### config.mk
export PLATFORM = sky130hd
export DESIGN_NAME = uart_tx_param
export DESIGN_NICKNAME = d
export VERILOG_FILES = /design/src/rtl/uart_tx_param.sv
export SDC_FILE = /design/constraint.sdc
export NUM_CORES = 1
export LEC_CHECK = 0
export CORE_MARGIN = 4
export CORE_UTILIZATION = 60
export DETAILED_ROUTE_END_ITERATION = 12
export PLACE_DENSITY = 0.78
export SLEW_MARGIN = 15
export SYNTH_ARGS = -nofsm -noshare
export SYNTH_HDL_FRONTEND = slang
export SYNTH_SLANG_ARGS = --single-unit
### constraint.sdc
create_clock -name clk_50m -period 2.6 [get_ports clk_50m]
set_input_delay 0.52 -clock clk_50m [delete_from_list [all_inputs] [get_ports clk_50m]]
set_output_delay 0.52 -clock clk_50m [all_outputs]
set_load 0.05 [all_outputs]
### src/rtl/uart_tx_param.sv
// rtl/uart_tx_param.sv - parametrised UART transmitter with baud divider and TX FIFO
module uart_tx_param #(
  parameter int CLK_FREQ   = 50_000_000,
  parameter int BAUD       = 115200,
  parameter int DATA_BITS  = 8,
  parameter int PARITY     = 0,
  parameter int STOP_BITS  = 1,
  parameter int FIFO_DEPTH = 16
) (
  input  logic                          clk_50m,
  input  logic                          rst_n,
  input  logic [DATA_BITS-1:0]          data_in,
  input  logic                          wr_en,
  output logic                          Tx,
  output logic                          Tx_busy,
  output logic                          fifo_full,
  output logic                          fifo_empty,
  output logic [$clog2(FIFO_DEPTH):0]   fifo_count,
  output logic                          overflow
);

  localparam int DIV = CLK_FREQ / BAUD;
  localparam int AW  = $clog2(FIFO_DEPTH);
  localparam int CW  = (DIV >= 2) ? $clog2(DIV) : 1;

  localparam logic [2:0] S_IDLE   = 3'd0;
  localparam logic [2:0] S_START  = 3'd1;
  localparam logic [2:0] S_DATA   = 3'd2;
  localparam logic [2:0] S_PARITY = 3'd3;
  localparam logic [2:0] S_STOP   = 3'd4;

  // Reject configurations the datapath cannot represent.
  if (DIV < 2) begin : g_bad_div
    $fatal(1, "uart_tx_param: CLK_FREQ/BAUD must be >= 2");
  end
  if (DATA_BITS < 5 || DATA_BITS > 9) begin : g_bad_bits
    $fatal(1, "uart_tx_param: DATA_BITS must be 5..9");
  end
  if (PARITY < 0 || PARITY > 2) begin : g_bad_parity
    $fatal(1, "uart_tx_param: PARITY must be 0, 1 or 2");
  end
  if (STOP_BITS < 1 || STOP_BITS > 2) begin : g_bad_stop
    $fatal(1, "uart_tx_param: STOP_BITS must be 1 or 2");
  end
  if (FIFO_DEPTH < 2 || (FIFO_DEPTH & (FIFO_DEPTH - 1)) != 0) begin : g_bad_depth
    $fatal(1, "uart_tx_param: FIFO_DEPTH must be a power of 2, >= 2");
  end

  logic [DATA_BITS-1:0] mem [FIFO_DEPTH];
  logic [AW-1:0]        wr_ptr, rd_ptr;
  logic [AW:0]          count_n;
  logic                 push, pop;
  logic [DATA_BITS-1:0] head;

  logic [2:0]           state, state_n;
  logic [CW-1:0]        baud_cnt, baud_cnt_n;
  logic [3:0]           bit_cnt, bit_cnt_n;
  logic                 stop_cnt, stop_cnt_n;
  logic [DATA_BITS-1:0] shreg, shreg_n;
  logic                 par_bit, par_bit_n;
  logic                 tx_n;
  logic                 baud_end, last_stop;

  assign push      = wr_en && !fifo_full;
  assign head      = mem[rd_ptr];
  assign baud_end  = (baud_cnt == CW'(DIV - 1));
  assign last_stop = (stop_cnt == 1'(STOP_BITS - 1));

  // FIFO storage; reset only clears pointers, so contents need no reset.
  always_ff @(posedge clk_50m) begin
    if (push) mem[wr_ptr] <= data_in;
  end

  // Occupancy after this edge; a pop and an accepted write cancel out.
  always_comb begin
    count_n = fifo_count;
    if (push && !pop)      count_n = fifo_count + 1'b1;
    else if (!push && pop) count_n = fifo_count - 1'b1;
  end

  // Frame sequencer: each state holds for DIV cycles, pops the FIFO on entry to START.
  always_comb begin
    state_n    = state;
    baud_cnt_n = baud_cnt;
    bit_cnt_n  = bit_cnt;
    stop_cnt_n = stop_cnt;
    shreg_n    = shreg;
    par_bit_n  = par_bit;
    tx_n       = Tx;
    pop        = 1'b0;
    if (state == S_IDLE) begin
      baud_cnt_n = '0;
      tx_n       = 1'b1;
      if (!fifo_empty) begin
        pop       = 1'b1;
        shreg_n   = head;
        par_bit_n = (PARITY == 1) ? ~^head : ^head;
        state_n   = S_START;
        tx_n      = 1'b0;
      end
    end else if (!baud_end) begin
      baud_cnt_n = baud_cnt + 1'b1;
    end else begin
      baud_cnt_n = '0;
      case (state)
        S_START: begin
          state_n   = S_DATA;
          bit_cnt_n = '0;
          tx_n      = shreg[0];
        end
        S_DATA: begin
          if (bit_cnt == 4'(DATA_BITS - 1)) begin
            if (PARITY != 0) begin
              state_n = S_PARITY;
              tx_n    = par_bit;
            end else begin
              state_n    = S_STOP;
              stop_cnt_n = 1'b0;
              tx_n       = 1'b1;
            end
          end else begin
            bit_cnt_n = bit_cnt + 1'b1;
            shreg_n   = shreg >> 1;
            tx_n      = shreg[1];
          end
        end
        S_PARITY: begin
          state_n    = S_STOP;
          stop_cnt_n = 1'b0;
          tx_n       = 1'b1;
        end
        S_STOP: begin
          if (!last_stop) begin
            stop_cnt_n = stop_cnt + 1'b1;
          end else if (!fifo_empty) begin
            pop       = 1'b1;
            shreg_n   = head;
            par_bit_n = (PARITY == 1) ? ~^head : ^head;
            state_n   = S_START;
            tx_n      = 1'b0;
          end else begin
            state_n = S_IDLE;
            tx_n    = 1'b1;
          end
        end
        default: begin
          state_n = S_IDLE;
          tx_n    = 1'b1;
        end
      endcase
    end
  end

  // FIFO pointers, flags and the overflow pulse.
  always_ff @(posedge clk_50m or negedge rst_n) begin
    if (!rst_n) begin
      wr_ptr     <= '0;
      rd_ptr     <= '0;
      fifo_count <= '0;
      fifo_full  <= 1'b0;
      fifo_empty <= 1'b1;
      overflow   <= 1'b0;
    end else begin
      if (push) wr_ptr <= wr_ptr + 1'b1;
      if (pop)  rd_ptr <= rd_ptr + 1'b1;
      fifo_count <= count_n;
      fifo_full  <= (count_n == (AW+1)'(FIFO_DEPTH));
      fifo_empty <= (count_n == '0);
      overflow   <= wr_en && fifo_full;
    end
  end

  // Sequencer registers; Tx and Tx_busy come straight from flops.
  always_ff @(posedge clk_50m or negedge rst_n) begin
    if (!rst_n) begin
      state    <= S_IDLE;
      baud_cnt <= '0;
      bit_cnt  <= '0;
      stop_cnt <= 1'b0;
      shreg    <= '0;
      par_bit  <= 1'b0;
      Tx       <= 1'b1;
      Tx_busy  <= 1'b0;
    end else begin
      state    <= state_n;
      baud_cnt <= baud_cnt_n;
      bit_cnt  <= bit_cnt_n;
      stop_cnt <= stop_cnt_n;
      shreg    <= shreg_n;
      par_bit  <= par_bit_n;
      Tx       <= tx_n;
      Tx_busy  <= (state_n != S_IDLE) || (count_n != '0);
    end
  end

endmodule

==> results.tsv <==
metric	value	unit
status	completed	
worst-path maximum fanout	5	
layout cells sized above 1	0.2229	
clk root buf	clkbuf_16	
gr usage total	0.2301	
r2r endpoint	Tx_busy	
Layout area overhead	17.57	%
Comb power frac	0.282	
Iter 0 DRT Violations	495	
Chip Width	116.4	um
post-synthesis cell count	419	
Filler cells	667	
minimum clock period after layout	2.475	ns
sequential share of power	0.421	
commonest cells after routing, fill and taps aside	edfxtp_1 (128), dfrtp_1 (39), mux4_2 (39)	
Max IR drop VDD	977.8	uV
Mapped Nets	440	
leakage	2.906	nW
CP endpoint kind	flop	
net switching power	2.710	mW
H-tree levels	4	
Max Root-Sink Buffers	2	
Core ar.	11470	um2
first-pass GRT wire length	22370	um
Port Buffers	20	
drt via density	6.122	
CTS tree	yes	
Clock Latency Late Sink	0.43	ns
CP Launch Type	flop	
Final GP Congestion	0.8467	
DR pass1 iterations	5	
initial antenna violation count	0	
R2R setup slack	0.12	ns
fin. max-slew vios	0	
number of flops mapped to enable cells by yosys	128	
Total Power	8.852	mW
Die Area	13550	um2
Fin. Hold Viols	0	
CP required	2.91	ns
sequential area share after synthesis	0.6946	
CP arrival	2.78	ns
Initial Util	0.6148	
R2R cell count	6	
max_slew headroom	0.6127	
Switching Fraction	0.3061	
fmax	404.0	MHz
Clk pwr share	0.297	
Setup TNS Final	0	ns
Die H	116.4	um
power per cell area	1068	nW/um2
multi-input gate area in the final layout	2054	um2
row count	39	
ys async rst share	0.2471	
pre-CTS setup slack	0.06142	ns
clock sinks	170	
drt drc	0	
clock-pin slew on the worst setup and hold paths	0.06	ns
ant diodes	0	
Final period util	0.9520	
RR Startpoint	baud_cnt[6]	
wire length per cell	22.16	um
area of the mapped netlist	7051	um2
YS warnings	0	
kind of critical path	reg -> reg	
FF/Latch Area	4898	um2
largest net degree at the start of global routing	34	
Routed Antenna Nets	0	
Unique masters post-synth	53	
clock skew	0.008116	ns
CTS Buf Count	17	
synthesized area per cell	16.83	um2
Setup Viol. Count Final	0	
max_cap viols	0	
most common cell after layout, fill and taps aside	edfxtp_1	
Worst-Margin Slew	0.5791	ns
Remaining Overflow, GRT	0	
unrepaired setup endpoints after global routing	false	
routed vias	3814	
cell-internal power	6.143	mW
number of synthesized register bits	170	
worst hold path type	in -> async	
Synth Flop Type	edfxtp_1	
vias in the first global route	4015	
Final nets	488	
I/O pins	21	
final wirelength	13810	um
PnR worst setup slack	0.1248	ns
Post-DP HPWL	8815	um
[state kept, by name, indices dropped and copies added (netlist names), 3 cells and up]
signal / count
state: 3
bit_cnt: 4
mem: 128
shreg: 8
baud_cnt: 9
wr_ptr: 4
rd_ptr: 4
fifo_count: 5
[logic make-up after synthesis]
family	count (synthesis)	share of synthesized area
muxes	41	0.1276
xor gates and xnor gates	14	0.01739
adders and majority gates	10	0.01775
buffers and inverters	25	0.01437
DFF	170	0.6946
and+or+nand+nor	112	0.08358
AOI/OAI and AO/OA	47	0.04472
[Yosys cell counts, types with 10 or more instances]
library cell | count | share of area
and2_1 | 20 | 0.018
clkbuf_1 | 10 | 0.0053
mux4_2 | 39 | 0.12
xnor2_1 | 10 | 0.012
nor2_1 | 31 | 0.017
ha_1 | 10 | 0.018
dfrtp_1 | 40 | 0.14
edfxtp_1 | 128 | 0.55
o21ai_0 | 12 | 0.0085
nand2_1 | 20 | 0.011
[through the flow]
stage          cell area (um2)  hold WS [ns]  cells  utilization
6_report                  8289        0.4734    623       0.7229
5_1_grt                   8289        0.4890    623       0.7229
4_1_cts                   8287        0.4596    623       0.7226
3_5_place_dp              7664        0.3867    590       0.6683
3_3_place_gp              7664        0.3810    590       0.6683
2_1_floorplan             7051        0.2244    419            -
[how the worst max path moves through the flow]
stage                            from       to  slack, ns  cells after the start
after global routing      baud_cnt[3]  Tx_busy     0.0002                      6
after global placement          wr_en  Tx_busy       0.13                      7
after CTS                 baud_cnt[6]  Tx_busy       0.13                      6
after detailed placement        wr_en  Tx_busy       0.06                      7
final                     baud_cnt[6]  Tx_busy       0.12                      6
after floorplan           baud_cnt[6]  Tx_busy       0.29                      6
[metal layers]
metal,track usage,routed length (um),vias to the layer above
li1,-,-,1738
met4,0.07657,240,0
met5,0,0,-
met1,0.3070,5632,1932
met3,0.06062,760,26
met2,0.3741,7175,118
[worst max-delay path: stages (launching register included)]
cell and delay (ns):
dfrtp_1 0.42, or4b_4 0.61, o21a_1 0.27, nor3b_1 0.28, o21ai_0 0.16, a21oi_1 0.17
or4b_1 0.44
[cell type report]
type,instances,share of cell area
inverter,9,0.004075
multi-input combinational,224,0.2478
clock buffer,17,0.05132
tap,143,0.02158
timing repair buffer,45,0.06158
sequential,170,0.5909
clock inverter,15,0.02264
[repair_timing]
item                                    4_1_cts  5_1_grt
hold buffers                                  1        0
gates resized for setup                       0        1
hold endpoints to repair                      9        0
buffers inserted                              0        0
endpoints found under the setup margin        0        1
[power groups by stage]
stage          combinational, mW  sequential (mW)  clock [mW]
4_1_cts                     2.53             3.73        2.67
6_report                    2.50             3.73        2.62
5_1_grt                     2.71             3.78        2.79
3_3_place_gp                2.45             3.74           0
2_1_floorplan               1.63             3.79           0
3_5_place_dp                2.50             3.77           0
(Power assumes the default switching activity.)
